**src/rtl/dmem_port_arbiter_if.sv**
```systemverilog
// Bundle of both requester ports and the data-memory port of the arbiter.
// The arbiter connects through the slave modport and the requester/memory side through the master modport.
interface dmem_port_arbiter_if;
  logic        rq0_req;
  logic        rq0_wr;
  logic        rq0_lock;
  logic [31:0] rq0_addr;
  logic [63:0] rq0_wdata;
  logic        rq0_gnt;
  logic        rq0_rvalid;
  logic [63:0] rq0_rdata;

  logic        rq1_req;
  logic        rq1_wr;
  logic        rq1_lock;
  logic [31:0] rq1_addr;
  logic [63:0] rq1_wdata;
  logic        rq1_gnt;
  logic        rq1_rvalid;
  logic [63:0] rq1_rdata;

  logic        mem_en;
  logic        mem_wr_en;
  logic [31:0] mem_addr;
  logic [63:0] mem_wdata;
  logic [63:0] mem_rdata;

  modport slave (
    input  rq0_req, rq0_wr, rq0_lock, rq0_addr, rq0_wdata,
    output rq0_gnt, rq0_rvalid, rq0_rdata,
    input  rq1_req, rq1_wr, rq1_lock, rq1_addr, rq1_wdata,
    output rq1_gnt, rq1_rvalid, rq1_rdata,
    output mem_en, mem_wr_en, mem_addr, mem_wdata,
    input  mem_rdata
  );

  modport master (
    output rq0_req, rq0_wr, rq0_lock, rq0_addr, rq0_wdata,
    input  rq0_gnt, rq0_rvalid, rq0_rdata,
    output rq1_req, rq1_wr, rq1_lock, rq1_addr, rq1_wdata,
    input  rq1_gnt, rq1_rvalid, rq1_rdata,
    input  mem_en, mem_wr_en, mem_addr, mem_wdata,
    output mem_rdata
  );
endinterface

```
**src/rtl/dmem_port_arbiter.sv**
```systemverilog
// Two-requester data-memory arbiter: combinational round-robin grant with optional
// exclusive locking, plus a read-tag pipeline that steers returning read data to its owner.
module dmem_port_arbiter #(
  parameter int RD_LATENCY = 1
) (
  input  logic                 clk,
  input  logic                 reset,
  dmem_port_arbiter_if.slave   bus
);

  typedef enum logic [1:0] {
    OPEN  = 2'd0,
    LOCK0 = 2'd1,
    LOCK1 = 2'd2
  } state_t;

  typedef struct packed {
    logic valid;
    logic owner;
  } rd_tag_t;

  state_t  state;
  state_t  state_next;
  logic    last_gnt;
  logic    gnt0;
  logic    gnt1;
  rd_tag_t rd_push;
  rd_tag_t rd_out;
  rd_tag_t rd_pipe [RD_LATENCY];

  // NOTE: reset is synchronous, so it is sampled like any other input and stays out of the sensitivity list.
  always_ff @(posedge clk) begin
    if (!reset) begin
      state    <= OPEN;
      last_gnt <= 1'b1;
    end else begin
      state <= state_next;
      if (gnt0 || gnt1) last_gnt <= gnt1;
    end
  end

  // NOTE: every signal written in a combinational block gets a default first, so no path can infer a latch.
  always_comb begin
    state_next = state;
    unique case (state)
      OPEN: begin
        if (gnt0 && bus.rq0_lock)      state_next = LOCK0;
        else if (gnt1 && bus.rq1_lock) state_next = LOCK1;
      end
      LOCK0:   if (gnt0 && !bus.rq0_lock) state_next = OPEN;
      LOCK1:   if (gnt1 && !bus.rq1_lock) state_next = OPEN;
      default: state_next = OPEN;
    endcase
  end

  // Grants are gated by reset so nothing reaches memory while reset is held.
  always_comb begin
    gnt0 = 1'b0;
    gnt1 = 1'b0;
    if (reset) begin
      unique case (state)
        OPEN: begin
          if (bus.rq0_req && bus.rq1_req) begin
            gnt0 = last_gnt;
            gnt1 = !last_gnt;
          end else begin
            gnt0 = bus.rq0_req;
            gnt1 = bus.rq1_req;
          end
        end
        LOCK0:   gnt0 = bus.rq0_req;
        LOCK1:   gnt1 = bus.rq1_req;
        default: ;
      endcase
    end
  end

  assign bus.rq0_gnt = gnt0;
  assign bus.rq1_gnt = gnt1;

  always_comb begin
    bus.mem_en    = gnt0 || gnt1;
    bus.mem_wr_en = 1'b0;
    bus.mem_addr  = '0;
    bus.mem_wdata = '0;
    if (gnt0) begin
      bus.mem_wr_en = bus.rq0_wr;
      bus.mem_addr  = bus.rq0_addr;
      bus.mem_wdata = bus.rq0_wdata;
    end else if (gnt1) begin
      bus.mem_wr_en = bus.rq1_wr;
      bus.mem_addr  = bus.rq1_addr;
      bus.mem_wdata = bus.rq1_wdata;
    end
  end

  always_comb begin
    rd_push.valid = (gnt0 && !bus.rq0_wr) || (gnt1 && !bus.rq1_wr);
    rd_push.owner = gnt1;
  end

  // NOTE: the tag pipeline is reset (unlike a data RAM) because a stale valid tag would emit a spurious rvalid.
  always_ff @(posedge clk) begin
    if (!reset) begin
      for (int i = 0; i < RD_LATENCY; i++) rd_pipe[i] <= '0;
    end else begin
      rd_pipe[0] <= rd_push;
      for (int i = 1; i < RD_LATENCY; i++) rd_pipe[i] <= rd_pipe[i-1];
    end
  end

  assign rd_out = rd_pipe[RD_LATENCY-1];

  always_comb begin
    bus.rq0_rvalid = reset && rd_out.valid && !rd_out.owner;
    bus.rq1_rvalid = reset && rd_out.valid &&  rd_out.owner;
    bus.rq0_rdata  = bus.rq0_rvalid ? bus.mem_rdata : '0;
    bus.rq1_rdata  = bus.rq1_rvalid ? bus.mem_rdata : '0;
  end

endmodule

```
**src/flat_wrapper.sv**
```systemverilog
// flat-port wrapper written by rule: the top's interface ports become plain ports
module dmem_port_arbiter_flat 
#(
  parameter int RD_LATENCY = 1
)
  (clk, reset, bus_rq0_req, bus_rq0_wr, bus_rq0_lock, bus_rq0_addr, bus_rq0_wdata, bus_rq0_gnt, bus_rq0_rvalid, bus_rq0_rdata, bus_rq1_req, bus_rq1_wr, bus_rq1_lock, bus_rq1_addr, bus_rq1_wdata, bus_rq1_gnt, bus_rq1_rvalid, bus_rq1_rdata, bus_mem_en, bus_mem_wr_en, bus_mem_addr, bus_mem_wdata, bus_mem_rdata);
  dmem_port_arbiter_if bus_i ();
  input  logic clk;
  input  logic reset;
  input wire logic [$bits(bus_i.rq0_req)-1:0] bus_rq0_req;
  input wire logic [$bits(bus_i.rq0_wr)-1:0] bus_rq0_wr;
  input wire logic [$bits(bus_i.rq0_lock)-1:0] bus_rq0_lock;
  input wire logic [$bits(bus_i.rq0_addr)-1:0] bus_rq0_addr;
  input wire logic [$bits(bus_i.rq0_wdata)-1:0] bus_rq0_wdata;
  output wire logic [$bits(bus_i.rq0_gnt)-1:0] bus_rq0_gnt;
  output wire logic [$bits(bus_i.rq0_rvalid)-1:0] bus_rq0_rvalid;
  output wire logic [$bits(bus_i.rq0_rdata)-1:0] bus_rq0_rdata;
  input wire logic [$bits(bus_i.rq1_req)-1:0] bus_rq1_req;
  input wire logic [$bits(bus_i.rq1_wr)-1:0] bus_rq1_wr;
  input wire logic [$bits(bus_i.rq1_lock)-1:0] bus_rq1_lock;
  input wire logic [$bits(bus_i.rq1_addr)-1:0] bus_rq1_addr;
  input wire logic [$bits(bus_i.rq1_wdata)-1:0] bus_rq1_wdata;
  output wire logic [$bits(bus_i.rq1_gnt)-1:0] bus_rq1_gnt;
  output wire logic [$bits(bus_i.rq1_rvalid)-1:0] bus_rq1_rvalid;
  output wire logic [$bits(bus_i.rq1_rdata)-1:0] bus_rq1_rdata;
  output wire logic [$bits(bus_i.mem_en)-1:0] bus_mem_en;
  output wire logic [$bits(bus_i.mem_wr_en)-1:0] bus_mem_wr_en;
  output wire logic [$bits(bus_i.mem_addr)-1:0] bus_mem_addr;
  output wire logic [$bits(bus_i.mem_wdata)-1:0] bus_mem_wdata;
  input wire logic [$bits(bus_i.mem_rdata)-1:0] bus_mem_rdata;
  assign bus_i.rq0_req = bus_rq0_req;
  assign bus_i.rq0_wr = bus_rq0_wr;
  assign bus_i.rq0_lock = bus_rq0_lock;
  assign bus_i.rq0_addr = bus_rq0_addr;
  assign bus_i.rq0_wdata = bus_rq0_wdata;
  assign bus_rq0_gnt = bus_i.rq0_gnt;
  assign bus_rq0_rvalid = bus_i.rq0_rvalid;
  assign bus_rq0_rdata = bus_i.rq0_rdata;
  assign bus_i.rq1_req = bus_rq1_req;
  assign bus_i.rq1_wr = bus_rq1_wr;
  assign bus_i.rq1_lock = bus_rq1_lock;
  assign bus_i.rq1_addr = bus_rq1_addr;
  assign bus_i.rq1_wdata = bus_rq1_wdata;
  assign bus_rq1_gnt = bus_i.rq1_gnt;
  assign bus_rq1_rvalid = bus_i.rq1_rvalid;
  assign bus_rq1_rdata = bus_i.rq1_rdata;
  assign bus_mem_en = bus_i.mem_en;
  assign bus_mem_wr_en = bus_i.mem_wr_en;
  assign bus_mem_addr = bus_i.mem_addr;
  assign bus_mem_wdata = bus_i.mem_wdata;
  assign bus_i.mem_rdata = bus_mem_rdata;
  dmem_port_arbiter #(.RD_LATENCY(RD_LATENCY)) u_core (.clk(clk), .reset(reset), .bus(bus_i));
endmodule
```
**config.mk**
```make
export PLATFORM = sky130hd
export DESIGN_NAME = dmem_port_arbiter_flat
export DESIGN_NICKNAME = d
export VERILOG_FILES = /design/src/rtl/dmem_port_arbiter_if.sv /design/src/rtl/dmem_port_arbiter.sv /design/src/flat_wrapper.sv
export SDC_FILE = /design/constraint.sdc
export NUM_CORES = 1
export LEC_CHECK = 0
export ABC_CLOCK_PERIOD_IN_PS = 2200
export CELL_PAD_IN_SITES_DETAIL_PLACEMENT = 1
export CELL_PAD_IN_SITES_GLOBAL_PLACEMENT = 2
export CORE_AREA = 2 2 190 192
export CTS_CLUSTER_DIAMETER = 120
export CTS_CLUSTER_SIZE = 30
export DETAILED_ROUTE_END_ITERATION = 10
export DIE_AREA = 0 0 192 194
export PLACE_DENSITY = 0.86
export SLEW_MARGIN = 20
export SYNTH_ARGS = -nofsm -noshare
export SYNTH_HDL_FRONTEND = slang
export SYNTH_SLANG_ARGS = --single-unit
```
**constraint.sdc**
```tcl
create_clock -name clk -period 2.2 [get_ports clk]
set_clock_uncertainty 0.05 [all_clocks]
set_input_delay 0.44 -clock clk [delete_from_list [all_inputs] [get_ports clk]]
set_output_delay 0.44 -clock clk [all_outputs]
set_load 0.01 [all_outputs]
```
==> impl_metrics.yaml <==
critical_path:
  worstSetupPathType: "reg2out"
  reg2reg_depth: 7
  reg2reg_from: "u_core.state[0]$_SDFFE_PN0P_"
  startpoint_type: "register"
  crit_path_max_fanout: 7
  r2r_end: "u_core.state[0]$_SDFFE_PN0P_"
  end_kind: "primary output"
  cp.arrival_ps: 1870
  worst-r2r-setup-slack_ps: 520
  required_ps: 1710
sta:
  worst_pin_slew_ps: 258
  fmax_mhz: 424
  maxSlewViolCount: 0
  rsz0062_at_grt: "yes"
  fin_crit_sh: 1.07
  hold_viol: 0
  min_period_ps: 2360
  relSlewSlack: 0.826
  fin_hold_ws_ps: 428
  layout_setup_ws_ps: -156
  tns_ps: -10220
  finalSetupViolations: 97
hold_path:
  min_path_cells: 2
  hold_start: "reset"
  hold_path_class: "in2reg"
  holdPathEnd: "u_core.last_gnt$_SDFFE_PN1P_"
die:
  row_count: 69
  die_y_um: 194
  start_util: 0.0583
  pin_count: 494
  coreArea_mm2: 0.0352
  dieArea_mm2: 0.0372
  die_w_um: 192
logic_synthesis:
  synth_area_mm2: 0.00205
  yosysSeqAreaShare: 0.0488
  yosysWarningCount: 0
  synth_top_flop_cell: "dfxtp_1"
  synth_edf_count: 0
  syn_nets: 550
  ys_seq_elements: 5
  ys_types: 24
  synth_cells: 286
  async_reset_ff_frac: 0
  avgSynthCellArea_um2: 7.17
clock_network:
  cts_tree: "built"
  cts_sinks: 5
  cts-htree-levels: 1
  cts_made_buffers: 3
  path_clk_slew_ps: 30
  insertion_delay_ps: 230
  clockRootBuffer: "clkbuf_16"
  cts.hold.buffers_added: 0
  cts_buffer_depth: 2
drt:
  drt_iter0_drc: 167
  via_per_inst: 3.62
  drtPass1Iterations: 4
  ant_nets: 0
  drt-total-wl_um: 27900
  vias: 4667
  wl_per_cell_um: 21.6
  drc: 0
layout:
  nFillCells: 4217
  fin_cells: 1290
  final_nets: 1091
  drive_gt1_frac: 0.245
  area_growth_pct: 305
  fin_area_mm2: 0.00831
place:
  place_area_mm2: 0.00779
  dp_hpwl_um: 20300
  gp_congestion: 0.979
  placedCellCount: 1243
  portBuffers: 493
pwr:
  finalPower_uw: 1920
  ir_worst_vdd_mv: 0.266
  p_leak_uw: 0.00414
  powerDensity_mw_per_mm2: 231
global_routing:
  grt_max_degree: 26
  antenna_found_initial: 8
  grt_pass1_wl_um: 37500
  overflow: 0
  grt_pass1_vias: 5095
  grt_usage: 0.140
status:
  violations: "setup timing"
  outcome: "finished with violations"
run:
  drv_cap: 0
-- cells by family after synthesis --
group | count (synthesis) | synth area share
buffers and inverters | 38 | 0.0884
flip-flops | 5 | 0.0488
AND/OR/NAND/NOR | 141 | 0.432
AO/OA/AOI/OAI | 102 | 0.430
-- worst max path at each step --
| stage | startpoint | to | slack, ps |
|---|---|---|---|
| finish | u_core.state[0]$_SDFFE_PN0P_ | bus_mem_wdata[34] | -160 |
| global route | u_core.state[0]$_SDFFE_PN0P_ | bus_mem_wdata[0] | -200 |
| CTS | u_core.last_gnt$_SDFFE_PN1P_ | bus_mem_addr[11] | -190 |
| detailed placement | bus_rq0_req | bus_mem_wdata[7] | -930 |
| global placement | bus_rq0_req | bus_mem_wdata[7] | -950 |
| floorplan | bus_rq1_req | bus_mem_wdata[45] | 290 |
-- final cells by class --
type                    count  area, um2  area share
well taps                 461        577      0.0694
diodes                      3       7.51    0.000903
repair buffers            570       5700       0.685
clock buffers               4       78.8     0.00948
multi-input cells         243       1820       0.219
inverters                   4       32.5     0.00391
flip-flops and latches      5        105      0.0126
-- cells in the mapped netlist (2+ instances only) --
master	count	area [um2]
nor2b_1	3	18.8
nand2_1	2	7.51
buf_6	2	22.5
inv_2	2	7.51
clkbuf_1	15	56.3
a22o_1	97	850
inv_1	2	7.51
dfxtp_1	5	100
and2_1	128	801
buf_2	16	80.1
-- flip-flops by register name, summed over array words and instances, names as in the netlist --
register / flops
u_core.last_gnt: 1
u_core.rd_pipe: 2
u_core.state: 2
-- metal layers --
metal | routed length (um) | track usage
met2 | 15300 | 0.286
met5 | 21 | 0
met1 | 9800 | 0.146
met3 | 2430 | 0.0273
met4 | 325 | 0.0246
-- per-stage QoR --
stage	util	worst slack (ps)
finish	0.236	-156
detailed placement	0.221	-934
floorplan	-	292
global placement	0.221	-946
global route	0.236	-203
CTS	0.231	-193
-- report_power, final --
| group | internal [uW] | leakage (uW) | switching, uW |
|---|---|---|---|
| clock network | 240 | 0.0000382 | 58.1 |
| registers | 99.5 | 0.0000422 | 6.60 |
| logic | 954 | 0.00406 | 565 |
-- critical path, cell delays in order (launching register included) --
cell and delay (ps):
dfxtp_2 320, or3b_4 420, nand3_4 110, clkinv_8 100, buf_12 170, buf_16 150, a22o_1 200, buf_2 150
-- layout by cell type, fill, tap and decap left out, types with 2 or more instances in the layout --
| master | n |
|---|---|
| diode_2 | 3 |
| dlymetal6s2s_1 | 7 |
| clkbuf_16 | 4 |
| buf_2 | 82 |
| dfxtp_2 | 4 |
| buf_16 | 19 |
| clkdlybuf4s15_1 | 17 |
| bufbuf_16 | 3 |
| buf_4 | 36 |
| clkdlybuf4s50_1 | 264 |
| and2_1 | 128 |
| dlygate4sd2_1 | 97 |
| buf_6 | 24 |
| buf_12 | 16 |
| a22o_1 | 96 |
| clkbuf_2 | 3 |
| inv_1 | 2 |
| nand2_1 | 2 |
-- what timing repair did --
| action | in CTS | in global routing |
|---|---|---|
| setup endpoints to repair | 230 | 128 |
| gates resized for setup | 573 | 43 |
| cloned | 21 | 1 |
| buffers inserted | 12 | 6 |
| pin swaps | 8 | 9 |
Note: power is estimated with default switching activity, not from simulation.
